===== src/rtl/placar_registro_times.sv =====
// Score registers for the two-team basketball scoreboard. Each button press updates the
// selected team's score exactly once, keeps it in 0..MAX_PONTOS and raises a timed alarm on a reject.
module placar_registro_times #(
    parameter int LARGURA       = 7,
    parameter int MAX_PONTOS    = 99,
    parameter int ALARME_CICLOS = 50_000_000
) (
    input  logic               clk,
    input  logic               reset,
    input  logic [1:0]         pontos,
    input  logic               chave_neg_pos,
    input  logic               mudar_time,
    input  logic               zerar,
    output logic [LARGURA-1:0] placar_a,
    output logic [LARGURA-1:0] placar_b,
    output logic [LARGURA-1:0] placar_sel,
    output logic               alarme,
    output logic               ocupado
);
    localparam int CW = $clog2(ALARME_CICLOS + 1);
    localparam logic [CW-1:0] CARGA = CW'(ALARME_CICLOS);
    localparam logic [LARGURA:0] LIMITE = (LARGURA + 1)'(MAX_PONTOS);

    typedef enum logic [1:0] {
        OCIOSO = 2'd0,
        APLICA = 2'd1,
        ESPERA = 2'd2
    } estado_t;

    estado_t            estado;
    estado_t            proximo;
    logic [1:0]         valor_q;
    logic               sinal_q;
    logic               time_q;
    logic               armado;
    logic [CW-1:0]      contador;
    logic [LARGURA-1:0] atual;
    logic [LARGURA:0]   soma;
    logic [LARGURA-1:0] novo;
    logic               captura;
    logic               escreve;
    logic               rejeita;

    assign atual      = time_q ? placar_b : placar_a;
    assign soma       = {1'b0, atual} + {{(LARGURA - 1){1'b0}}, valor_q};
    assign placar_sel = mudar_time ? placar_b : placar_a;
    assign alarme     = (contador != '0);
    assign ocupado    = (estado == APLICA) || (estado == ESPERA);

    always_ff @(posedge clk or posedge reset) begin
        if (reset) estado <= OCIOSO;
        else       estado <= proximo;
    end

    // Next state and the single-cycle update decision; zerar overrides everything.
    always_comb begin
        proximo = estado;
        captura = 1'b0;
        escreve = 1'b0;
        rejeita = 1'b0;
        novo    = atual;
        case (estado)
            OCIOSO: begin
                if ((pontos != 2'd0) && armado) begin
                    proximo = APLICA;
                    captura = 1'b1;
                end
            end
            APLICA: begin
                proximo = ESPERA;
                if (!sinal_q) begin
                    if (soma <= LIMITE) begin
                        escreve = 1'b1;
                        novo    = soma[LARGURA-1:0];
                    end else begin
                        rejeita = 1'b1;
                    end
                end else begin
                    if (atual >= LARGURA'(valor_q)) begin
                        escreve = 1'b1;
                        novo    = atual - LARGURA'(valor_q);
                    end else begin
                        rejeita = 1'b1;
                    end
                end
            end
            ESPERA: begin
                if (pontos == 2'd0) proximo = OCIOSO;
            end
            default: proximo = OCIOSO;
        endcase
        if (zerar) begin
            proximo = (pontos != 2'd0) ? ESPERA : OCIOSO;
            captura = 1'b0;
            escreve = 1'b0;
            rejeita = 1'b0;
        end
    end

    // A press is only recognised after pontos has been seen at zero, so a button held
    // through reset does not count as a new press.
    always_ff @(posedge clk or posedge reset) begin
        if (reset) armado <= 1'b0;
        else       armado <= (pontos == 2'd0);
    end

    always_ff @(posedge clk or posedge reset) begin
        if (reset) begin
            valor_q <= 2'd0;
            sinal_q <= 1'b0;
            time_q  <= 1'b0;
        end else if (captura) begin
            valor_q <= pontos;
            sinal_q <= chave_neg_pos;
            time_q  <= mudar_time;
        end
    end

    always_ff @(posedge clk or posedge reset) begin
        if (reset) begin
            placar_a <= '0;
            placar_b <= '0;
        end else if (zerar) begin
            placar_a <= '0;
            placar_b <= '0;
        end else if (escreve) begin
            if (time_q) placar_b <= novo;
            else        placar_a <= novo;
        end
    end

    // The alarm stays on while the counter is nonzero; a new reject reloads it.
    always_ff @(posedge clk or posedge reset) begin
        if (reset)                 contador <= '0;
        else if (zerar)            contador <= '0;
        else if (rejeita)          contador <= CARGA;
        else if (contador != '0)   contador <= contador - CW'(1);
    end

endmodule


===== config.mk =====
export PLATFORM = sky130hd
export DESIGN_NAME = placar_registro_times
export DESIGN_NICKNAME = d
export VERILOG_FILES = /design/src/rtl/placar_registro_times.sv
export SDC_FILE = /design/constraint.sdc
export NUM_CORES = 1
export LEC_CHECK = 0
export ABC_CLOCK_PERIOD_IN_PS = 3500
export CELL_PAD_IN_SITES_DETAIL_PLACEMENT = 1
export CELL_PAD_IN_SITES_GLOBAL_PLACEMENT = 1
export CORE_ASPECT_RATIO = 0.75
export CORE_UTILIZATION = 40
export CTS_CLUSTER_DIAMETER = 100
export DETAILED_ROUTE_END_ITERATION = 6
export PLACE_DENSITY_LB_ADDON = 0.1
export SLEW_MARGIN = 20
export SYNTH_ARGS = -nofsm -noshare
export SYNTH_HDL_FRONTEND = slang
export SYNTH_SLANG_ARGS = --single-unit

===== constraint.sdc =====
create_clock -name clk -period 3.5 [get_ports clk]
set_input_delay 1.05 -clock clk [delete_from_list [all_inputs] [get_ports clk]]
set_output_delay 1.05 -clock clk [all_outputs]
set_load 0.05 [all_outputs]

== After elaboration in Yosys (flattened, before gate mapping) ==
Cells that the tools add are included.

* Register bits: 47
* Latch bits: 0
* RAM bits: 0
* Memory bits (read-only): 0
* Input bits: 7
* Logic and storage cells: 63
* Memories: 0

* Add/sub/neg operators: 3
* $mul: 0
* Div/mod/pow operators: 0
* Magnitude comparators: 2
* Eq/ne operators: 5
* Shift-type cells: 0
* Mux-type cells: 33
* Bitwise logic cells: 0
* Reduce and logical (&&, ||, !) cells: 12

{| class="wikitable"
|+ Operators by type and width
! operator !! number
|-
| $mux 7 || 12
|-
| $mux 26 || 3
|-
| $reduce_bool 26->1 || 1
|-
| $sub 26x1->26 const B || 1
|-
| $mux 1 || 13
|-
| $add 7x2->8 || 1
|-
| $le 8x7->1 const B || 1
|-
| $mux 2 || 4
|-
| $ge 7x2->1 || 1
|-
| $sub 7x2->7 || 1
|-
| $pmux 2 s3 || 1
|-
| $reduce_and 2->1 || 3
|-
| $reduce_bool 2->1 || 3
|-
| $logic_not 2->1 || 2
|-
| $ne 3x2->1 const B || 1
|-
| $ne 3x3->1 const B || 1
|-
| $reduce_bool 3->1 || 1
|-
| $eq 2x1->1 const B || 1
|-
| $eq 2x2->1 const B || 1
|-
| $ne 2x2->1 const B || 1
|-
| $logic_and 1x1->1 || 1
|-
| $logic_or 1x1->1 || 1
|}

== Longest topological paths before layout ==
* Depth in word-level cells: 9
* Gate-level depth with buffers: 17
* Mapped depth without buffers: 12

== Worst setup path after synthesis ==
OpenSTA, ideal clock, no wires.

* Kind: input to output
* Start point: input mudar_time
* End point: output placar_sel[2]
* Arrival time: 2.368 ns
* Slack: 0.082 ns
* Cell stages on the path: 2
* Buffers on the path: 1
* Path through: clkbuf_1 > o21ai_0

* Longest elaborated chain between the ends: 1

{| class="wikitable"
|+ RTL lines
! item !! RTL line !! text
|-
| start: declaration || 12 || <nowiki>input logic mudar_time,</nowiki>
|-
| $mux 7 || 46 || <nowiki>assign placar_sel = mudar_time ? placar_b : placar_a;</nowiki>
|-
| end: declaration || 16 || <nowiki>output logic [LARGURA-1:0] placar_sel,</nowiki>
|}

No other way between the ends.

== Worst setup path after layout ==
* Start point: register contador[6]
* End point: output alarme

* Longest elaborated chain between the ends: 1

{| class="wikitable"
|+ RTL lines
! item !! RTL line !! text
|-
| start: declaration || 36 || <nowiki>logic [CW-1:0] contador;</nowiki>
|-
| start signal: assignment || 137 || <nowiki>else if (contador != '0) contador <= contador - CW'(1);</nowiki>
|-
| $reduce_bool 26->1 || 47 || <nowiki>assign alarme = (contador != '0);</nowiki>
|-
| end: declaration || 17 || <nowiki>output logic alarme,</nowiki>
|}

No other way between the ends.

==> qor.txt <==
period utilisation layout: 96.3%
crit path to: alarme
FF+latch area: 0.00118 mm^2
Reg clk slew, reported paths: 90 ps
post-synthesis instance total: 358
Req. time, crit path: 2450 ps
Critical R2R Capture: contador[1]$_DFFE_PP0P_
Bufs and invs on worst path: 1
most frequent cells in the layout: dfrtp_1, nand2_1, a21oi_1
Initial Util: 42.7%
outcome: finished, final reports clean
commonest register cell after synthesis: dfrtp_1
Worst Reg-to-Reg Cells: 10
vias in the first global route: 2975
Final Util: 50.2%
cells along the critical path: or4_4, nor3_4, nand4_4, or3_1, buf_4
Post-CTS Repair Setup Buffers: 0
Die ar.: 0.00845 mm^2
CTS tree: built
n_diodes: 0
global route total overflow: 0
Clock Power Share: 19.1%
First-pass DRT Iterations: 4
overall power: 2.55 mW
final wirelength: 9280 um
CP Depth: 5
worst r2r src: placar_a[0]$_DFFE_PP0P_
clk buf depth: 2
NumNets Final: 408
data arrival time of the critical path: 2320 ps
post-synthesis cell area: 0.00323 mm^2
Tmin final: 3370 ps
library cells used by synthesis: 61
final cell count without fillers: 492
IO Pins: 30
max_cap viols: 0
setup TNS: 0 ps
Multi-input gate area: 0.00189 mm^2
fin area: 0.00380 mm^2
Hold WC Path Type: flip-flop to flip-flop
antenna violations before repair: 0
slowest stage delay, CP: 580 ps
register area share after synthesis: 36.4%
Int Power: 1.49 mW
CP startpoint: contador[6]$_DFFE_PP0P_
hpwl dp: 6680 um
Tightest Pin Transition: 641 ps
worst hold slack: 553 ps
Max Clock Skew: 8.61 ps
Placement Cell Area: 0.00365 mm^2
H-tree levels: 2
Sw Share: 41.4%
initial DRC count: 126
CTS Sinks: 47
Hold Path Stages: 2
total number of vias: 2829
gp weighted congestion: 0.848
Layout fillers: 896
GRT Util Overall: 24.0%
total CTS buffers: 5
sw power: 1.06 mW
final hold violations: 0
Synth Register Bits: 47
largest cells by area after synthesis: dfrtp_1, nand2_1, a21oi_1, mux2_2, xnor2_1
Seq pwr share: 32.6%
pre-CTS WS: 35.3 ps
worst vdd ir: 337 uV
P per Cell Area: 671 mW/mm^2
kind of critical path: flip-flop to output pin
EDFF count, synth: 0
crit path capture type: output pin
Max Clk Rate: 0.297 GHz
count of pins over their slew limit: 0
clk_lat worst skew: 300 ps
antenna viol nets, final: 0
top cell type's share of synthesized area: 36.4%
delay-heaviest family, CP: simple AND/OR/NAND/NOR gates
Post-route DRC: 0
share of layout cells above drive strength 1: 15.1%
area grow syn2layout: 17.4%
core area: 0.00757 mm^2
Vias/cell: 5.75
Die X: 106 um
synthesized net count: 376
Critical Path Slowest Stage Cell: or4_4
Synth area leader: dfrtp_1
global-route wire length before repair: 15800 um
Die Ht: 79.9 um
Slew headroom: 56.9%
Setup-failing EPs final: 0
Cells after DPL: 484
worst-path maximum fanout: 5
PortBufs: 29
type of origin of the critical path: flip-flop
Post-synth ARST share: 100%
leading cell type in the layout, fill and taps excluded: dfrtp_1
number of core rows: 27
worst path setup slack after routing: 129 ps
mean post-synth cell area: 9.03 um^2
largest net degree at the start of global routing: 48
Routed WL per cell: 18.9 um
r2r setup slk: 330 ps
clock root buffer: clkbuf_8
P_leak: 1.62 nW
Yosys warning total: 0
RSZ-0062 raised after global routing: false
Comb pwr share: 48.2%
==> cell families (layout without fill, tap and decap cells) <==
logic type      count (synthesis)  in the layout  share of synthesized area (%)
compound gates                 96             96                           19.6
xor+xnor                       22             22                           5.96
fa+ha+maj                      11             11                           4.72
buf+inv                        34             67                           5.61
flops                          47             47                           36.4
mux                            18             18                           6.15
simple gates                  130            130                           21.6
==> layer usage <==
layer	track usage [%]	share of wire, %
met4	4.86	0.96
met1	34.8	52
met3	3.51	3.3
met2	37.9	43
met5	0	0
==> final cells by class <==
cell class | instances | share of cell area, %
Clock inverter | 2 | 1.58
Sequential cell | 47 | 31.0
Multi-Input combinational cell | 277 | 49.9
Clock buffer | 6 | 1.91
Inverter | 17 | 1.68
Tap cell | 101 | 3.33
Timing Repair Buffer | 42 | 10.7
==> sequential cells by signal, summed over array words and instances, names as in the netlist <==
register and cells:
placar_b 7, sinal_q 1, armado 1, contador 26, valor_q 2, time_q 1, placar_a 7, estado 2
==> synth_stat cells, types with 3 or more instances <==
cell type and count:
a211oi_1 3, a21o_1 4, a21oi_1 29, a31oi_1 9, and2_1 4, buf_2 5, buf_6 5, clkbuf_1 6
dfrtp_1 47, ha_1 9, inv_1 17, mux2_2 11, mux2i_1 6, nand2_1 39, nand3_1 4, nand4_1 3
nor2_1 28, nor2b_1 4, nor3_1 14, nor3b_1 5, nor4_1 3, o21ai_0 16, o22ai_1 6, o311ai_0 3
o31ai_1 6, o32ai_1 5, or3_1 8, xnor2_1 13, xor2_1 9
==> repair_timing <==
item	in CTS	in global routing
endpoints found under the setup margin	0	1
resized for setup	0	2
hold buffers	0	0
==> power groups by stage <==
stage               sequential (mW)  clock [mW]  combinational [mW]
finish                        0.832       0.488                1.23
CTS                           0.830       0.498                1.21
global placement              0.834           0                1.17
detailed placement            0.838           0                1.20
floorplan                     0.801           0               0.979
global route                  0.855       0.522                1.38
==> worst reg2reg max path, cell delays in order, from the launching register on <==
cell      delay [ps]
dfrtp_1          400
inv_1            110
o21a_1           210
inv_1             80
ha_1             200
fa_1             470
nor4_1           420
a211oi_1         160
and2_1           250
o21ai_2          530
o2111a_1         280
==> how the worst min path moves through the flow <==
stage                        startpoint                       end  slack (ps)
3_3_place_gp    contador[9]$_DFFE_PP0P_   contador[9]$_DFFE_PP0P_         530
6_report        contador[9]$_DFFE_PP0P_   contador[9]$_DFFE_PP0P_         550
4_1_cts         contador[9]$_DFFE_PP0P_   contador[9]$_DFFE_PP0P_         570
5_1_grt        contador[22]$_DFFE_PP0P_  contador[22]$_DFFE_PP0P_         600
3_5_place_dp    contador[9]$_DFFE_PP0P_   contador[9]$_DFFE_PP0P_         540
2_1_floorplan   contador[9]$_DFFE_PP0P_   contador[9]$_DFFE_PP0P_         510
Power figures use the tool's default switching activity.
